===== src/rtl/regfile_wb_arbiter.sv =====
// Two-requester writeback arbiter for the register file write port, one buffered write per cycle.
// Define ARB_ROUND_ROBIN_EN for round-robin on contended different-address grants (default: req0 priority).
module regfile_wb_arbiter #(
    parameter int WIDTH  = 16,
    parameter int ADDR_W = 3
) (
    input  logic                   clk,
    input  logic                   reset,
    input  logic                   req0Valid,
    input  logic [ADDR_W-1:0]      req0Addr,
    input  logic [WIDTH-1:0]       req0Data,
    output logic                   req0Ready,
    input  logic                   req1Valid,
    input  logic [ADDR_W-1:0]      req1Addr,
    input  logic [WIDTH-1:0]       req1Data,
    output logic                   req1Ready,
    output logic                   writeEnable,
    output logic [ADDR_W-1:0]      writeAddr,
    output logic [WIDTH-1:0]       d,
    output logic [2**ADDR_W-1:0]   pendingMask
);

    localparam int NREG = 2**ADDR_W;

    logic [1:0]        req_valid;
    logic [ADDR_W-1:0] req_addr [2];
    logic [WIDTH-1:0]  req_data [2];

    logic [1:0]        full_reg;
    logic [1:0]        full_next;
    logic [ADDR_W-1:0] addr_reg [2];
    logic [WIDTH-1:0]  data_reg [2];
    // age_reg = 1 means buffer 1 holds the older write
    logic              age_reg;
    logic              age_next;
`ifdef ARB_ROUND_ROBIN_EN
    logic              rr_last_reg;
`endif

    logic              grant_idx;
    logic              contended;
    logic              any_full;
    logic [1:0]        granted;
    logic [1:0]        ready;
    logic [1:0]        load;

    assign req_valid   = {req1Valid, req0Valid};
    assign req_addr[0] = req0Addr;
    assign req_addr[1] = req1Addr;
    assign req_data[0] = req0Data;
    assign req_data[1] = req1Data;

    assign contended = full_reg[0] & full_reg[1];
    assign any_full  = full_reg[0] | full_reg[1];

    always_comb begin
        grant_idx = 1'b0;
        if (full_reg[1] && !full_reg[0]) begin
            grant_idx = 1'b1;
        end else if (contended) begin
            if (addr_reg[0] == addr_reg[1]) begin
                grant_idx = age_reg;
            end else begin
`ifdef ARB_ROUND_ROBIN_EN
                grant_idx = ~rr_last_reg;
`else
                grant_idx = 1'b0;
`endif
            end
        end
    end

    // A granted buffer can be refilled in the same cycle it drains
    generate
        for (genvar gi = 0; gi < 2; gi++) begin : g_buf
            assign granted[gi]   = full_reg[gi] && (grant_idx == 1'(gi));
            assign ready[gi]     = reset && (!full_reg[gi] || granted[gi]);
            assign load[gi]      = req_valid[gi] && ready[gi];
            assign full_next[gi] = load[gi] || (full_reg[gi] && !granted[gi]);
        end
    endgenerate

    always_comb begin
        age_next = age_reg;
        if (load[0] && load[1]) begin
            age_next = 1'b0;
        end else if (load[0]) begin
            age_next = 1'b1;
        end else if (load[1]) begin
            age_next = 1'b0;
        end
    end

    always_ff @(posedge clk) begin
        if (!reset) begin
            full_reg <= 2'b00;
            age_reg  <= 1'b0;
        end else begin
            full_reg <= full_next;
            age_reg  <= age_next;
        end
        for (int i = 0; i < 2; i++) begin
            if (load[i]) begin
                addr_reg[i] <= req_addr[i];
                data_reg[i] <= req_data[i];
            end
        end
    end

`ifdef ARB_ROUND_ROBIN_EN
    always_ff @(posedge clk) begin
        if (!reset) begin
            rr_last_reg <= 1'b1;
        end else if (contended) begin
            rr_last_reg <= grant_idx;
        end
    end
`endif

    assign req0Ready   = ready[0];
    assign req1Ready   = ready[1];
    assign writeEnable = reset && any_full;
    assign writeAddr   = any_full ? addr_reg[grant_idx] : '0;
    assign d           = any_full ? data_reg[grant_idx] : '0;

    generate
        for (genvar gi = 0; gi < NREG; gi++) begin : g_mask
            assign pendingMask[gi] = (full_reg[0] && (addr_reg[0] == ADDR_W'(gi))) ||
                                     (full_reg[1] && (addr_reg[1] == ADDR_W'(gi)));
        end
    endgenerate

endmodule


===== config.mk =====
export PLATFORM = sky130hd
export DESIGN_NAME = regfile_wb_arbiter
export DESIGN_NICKNAME = d
export VERILOG_FILES = /design/src/rtl/regfile_wb_arbiter.sv
export SDC_FILE = /design/constraint.sdc
export NUM_CORES = 1
export LEC_CHECK = 0
export CORE_AREA = 2 2 56 84
export CTS_BUF_LIST = sky130_fd_sc_hd__clkbuf_16
export DETAILED_ROUTE_END_ITERATION = 10
export DIE_AREA = 0 0 58 86
export PLACE_DENSITY = 0.76
export SLEW_MARGIN = 20
export SYNTH_ARGS = -nofsm -noshare
export SYNTH_HDL_FRONTEND = slang
export SYNTH_SLANG_ARGS = --single-unit

===== constraint.sdc =====
create_clock -name clk -period 3.3 [get_ports clk]
set_input_delay 0.495 -clock clk [delete_from_list [all_inputs] [get_ports clk]]
set_output_delay 0.495 -clock clk [all_outputs]
set_load 0.02 [all_outputs]

# Word level (Yosys, flattened, before mapping)
# Memories as Yosys holds them, arrays and structs flattened.
# Cells that the tools add are included.
# totals
regBits	3
ram_bits	38
inputBits	42
out_inout_bits	30
word_cells	81
memories	2
# op_classes
n_eq_ne	15
n_mux	11
bitwise_logic	4
n_reduce_logical	47
# mem_list
memory	depth	width	read_ports	rd_clocked_by_memory_dff	write_ports	line	rtl
data_reg	2	16	1	0	2	32	logic [WIDTH-1:0] data_reg [2];
addr_reg	2	3	3	0	2	31	logic [ADDR_W-1:0] addr_reg [2];
# op_table
cell	count
$logic_and A1 B1 Y1	27
$eq A3 B3 Y1 const B	8
$mux W16	1
$eq A3 B2 Y1 const B	4
$logic_or A1 B1 Y1	12
$mux W1	9
$eq A3 B1 Y1 const B	2
$logic_not A3 Y1	2
$logic_not A1 Y1	4
$eq A3 B3 Y1	1
$mux W3	1
$not A1 Y1	2
$reduce_bool A2 Y1	1
$reduce_or A2 Y1	1
$and A1 B1 Y1	1
$or A1 B1 Y1	1

# Depth between registers and ports, before layout
# Gate-level depths: netlist of the first run.
# depth
depth_word	11
mapped_depth	5
mapped_depth_nobuf	3

# Least setup slack after synthesis of the first run
# Ideal clock, no wire load.
# synth_timing
path_type	reg2reg
from	memory addr_reg[1][1]
to	memory addr_reg[1][0], enable pin
setup_ns	0.407
arrival_ns	2.273
required_time_ns	2.893
setup_slack_ns	0.620
stages_incl_launch_ff	4
synth_period_minus_slack_ns	2.680
path_cell_list	edfxtp_1 xor2_1 or4_1 a31oi_1
# synth_rtl
item	line
from (decl)	31

==> out/results.ini, run 1 <==
[sta]
fin_crit_ns = 2.92
fmax_mhz = 343
slew_headroom = 0.515
setup_viol = 0
tns_ns = 0
finalCritPeriodShare = 0.884
worst_pin_slew_ns = 0.721
final_hold_viol_count = 0
rsz0062_at_grt = false
setup_slack_ns = 0.383
finClkSkew_ns = 0.00376
drv_slew = 0

[synth]
synthCells = 114
async_reset_ff_frac = 0
synth_edf_count = 38
synth_top_area_frac = 0.663
ys_types = 24
avgSynthCellArea_um2 = 15.1
yosys_warnings = 0
synthFlopType = edfxtp_1
synth.most_common_cell = edfxtp_1
synthTopCellsByCount = edfxtp_1, a32o_1, nand2_1
synth.ff_latch_count = 41
synth_area_leaders = edfxtp_1, a32o_1, dfxtp_1, nand2_1, o22ai_1
synth_nets = 156
syn-cell-area_um2 = 1720
synth_seq_area_share = 0.698
synth_top_cell_by_area = edfxtp_1

[global_routing]
grt_max_degree = 28
grt_pass1_vias = 1426
grt.total_usage = 0.172
grt_pass1_wl_mm = 6.46
grt_antenna_before_repair = 0
gr-total-overflow = 0

[layout]
num-nets-final = 232
area_growth_pct = 52.9
largest_reg_flops = 32
diodes = 0
nFillCells = 344
layout-drive-gt1-share = 0.0785
instances_no_fill = 237

[clock_tree]
insertion_delay_ns = 0.28
ctsHoldBuffers = 0
clock-sinks = 41
cts_tree = built
htreeDepth = 2
root_buffer = clkbuf_16
clockBufferDepth = 2
cts-buffers-inserted = 5
postCtsSetupRepairBufs = 0
cts_resized = 0
cts.clk_slew.worst_paths_ns = 0.06

[detailed_routing]
drt_iter0_markers = 30
viasPerCell = 5.57
drt_pass1_iterations = 5
wl_mm = 4.05
routed.top_layer = met4
met2WireLength_mm = 2.22
wl_per_cell_um = 17.1
m1WireLength_mm = 1.48
detail-route-antenna-nets = 0
route.detailed.drc = 0
vias = 1321
wl_met3_um = 247

[power]
intPower_mw = 0.969
swShare = 0.223
p_total_mw = 1.25
pwr_density_cell_nw_per_um2 = 474
p_clk_frac = 0.363
vdd_drop_max_v = 0.000512
switchingPower_mw = 0.279
pwr-share-comb = 0.149
leakage_nw = 0.870
seqPwrFrac = 0.488

[place]
place_congestion = 0.900
pre_cts_slack_ns = 0.689
port_buffers = 71
dpl.cell_count = 229

[floorplanning]
row_count = 29
die_width_um = 58
dieArea_um2 = 4990
core_um2 = 4210
die_height_um = 86
io_pins = 72
initial_core_util = 0.409

[critical_path]
crit_path_end_kind = output port
crit_path_start_kind = flop
crit_type = reg2out
cp.required_ns = 2.80
crit_fanout = 16
critPathArrivalTime_ns = 2.42

[worst_hold_path]
min_path_type = reg2reg

[status]
status = finished, final reports clean

[job]
drv_cap = 0

[power by group through the flow]
stage	Sequential [mW]	Clock [mW]	Combinational, mW
3_5_place_dp	0.619	0	0.187
6_report	0.608	0.453	0.186
4_1_cts	0.608	0.462	0.188
3_3_place_gp	0.617	0	0.183
2_1_floorplan	0.614	0	0.0844
5_1_grt	0.611	0.480	0.198
[worst max-delay path, stage by stage, from the launching register on]
cell             delay (ns)
edfxtp_1               0.50
xor2_1                 0.26
o41a_4                 0.60
a32o_1                 0.25
clkdlybuf4s50_1        0.54
[per-stage QoR]
stage,cell area [um2],hold slack [ns],utilization
finish,2630,0.703,0.625
global route,2630,0.731,0.625
CTS,2630,0.705,0.625
detailed placement,2490,0.697,0.592
global placement,2490,0.664,0.592
floorplan,1720,0.579,-
[cells in the final DEF, fill, tap and decap left out, types with 2 or more instances in the layout]
cell type / synthesis / final
nor2_1: 2 / 2
clkinv_1: 0 / 2
clkdlybuf4s50_1: 0 / 71
nand2_1: 12 / 12
edfxtp_1: 38 / 38
o32ai_1: 2 / 2
clkbuf_16: 0 / 5
dfxtp_1: 3 / 3
buf_4: 0 / 4
a31oi_2: 0 / 2
a32o_1: 16 / 16
a31oi_1: 4 / 2
nand2b_1: 5 / 5
inv_1: 2 / 2
o21ai_0: 5 / 5
xor2_1: 3 / 3
o22ai_1: 6 / 6
[kinds of logic after synthesis]
logic type	Yosys count	share of synthesized area
xor+xnor	3	0.0153
flops	41	0.698
compound gates	38	0.193
buf+inv	8	0.0262
simple gates	24	0.0676
[routing by layer]
metal,vias to the layer above,track usage
li1,619,-
met1,637,0.171
met2,57,0.318
met3,8,0.0483
met4,0,0.0803
met5,-,0
[layout make-up]
class / count / area (um2) / area share
inverters: 2 / 7.51 / 0.00285
multi-input cells: 65 / 487 / 0.185
repair buffers: 75 / 741 / 0.282
flip-flops and latches: 41 / 1200 / 0.456
well taps: 46 / 57.6 / 0.0219
clock inverters: 3 / 12.5 / 0.00476
clock buffers: 5 / 125 / 0.0476
[worst paths after layout]
kind                                     start             end  slack, ns  cells past startpoint
worst max-delay path            addr_reg[1][1]            d[9]       0.38                      4
worst min-delay path                   age_reg         age_reg       0.70                      3
worst max register to register  addr_reg[1][1]  data_reg[1][6]       1.15                      4
worst min register to register         age_reg         age_reg       0.70                      3
(Power assumes the default switching activity.)
==> run 2, diff against run 1 <==
--- a/config.mk
+++ b/config.mk
@@ -9,6 +9,7 @@
 export CTS_BUF_LIST = sky130_fd_sc_hd__clkbuf_16
 export DETAILED_ROUTE_END_ITERATION = 10
 export DIE_AREA = 0 0 58 86
+export HOLD_SLACK_MARGIN = 0.03
 export PLACE_DENSITY = 0.76
 export SLEW_MARGIN = 20
 export SYNTH_ARGS = -nofsm -noshare
==> results of run 2 <==
The final DEF is identical to that of run 1; final timing and power are the same.
==> run 3, diff against run 2 <==
==> constraint.sdc (replaced) <==
create_clock -name clk -period 3.2 [get_ports clk]
set_input_delay 0.48 -clock clk [delete_from_list [all_inputs] [get_ports clk]]
set_output_delay 0.48 -clock clk [all_outputs]
set_load 0.02 [all_outputs]
==> results of run 3 <==
Same layout as run 1 (identical final DEF). Status: finished, final reports clean.
Among the figures that moved: setup slack after placement 0.689 ns -> 0.604 ns; setup slack after layout 0.383 ns -> 0.298 ns; register-to-register setup slack 1.15 ns -> 1.05 ns; total power 1.25 mW -> 1.29 mW; worst IR drop on VDD 0.000512 V -> 0.000528 V
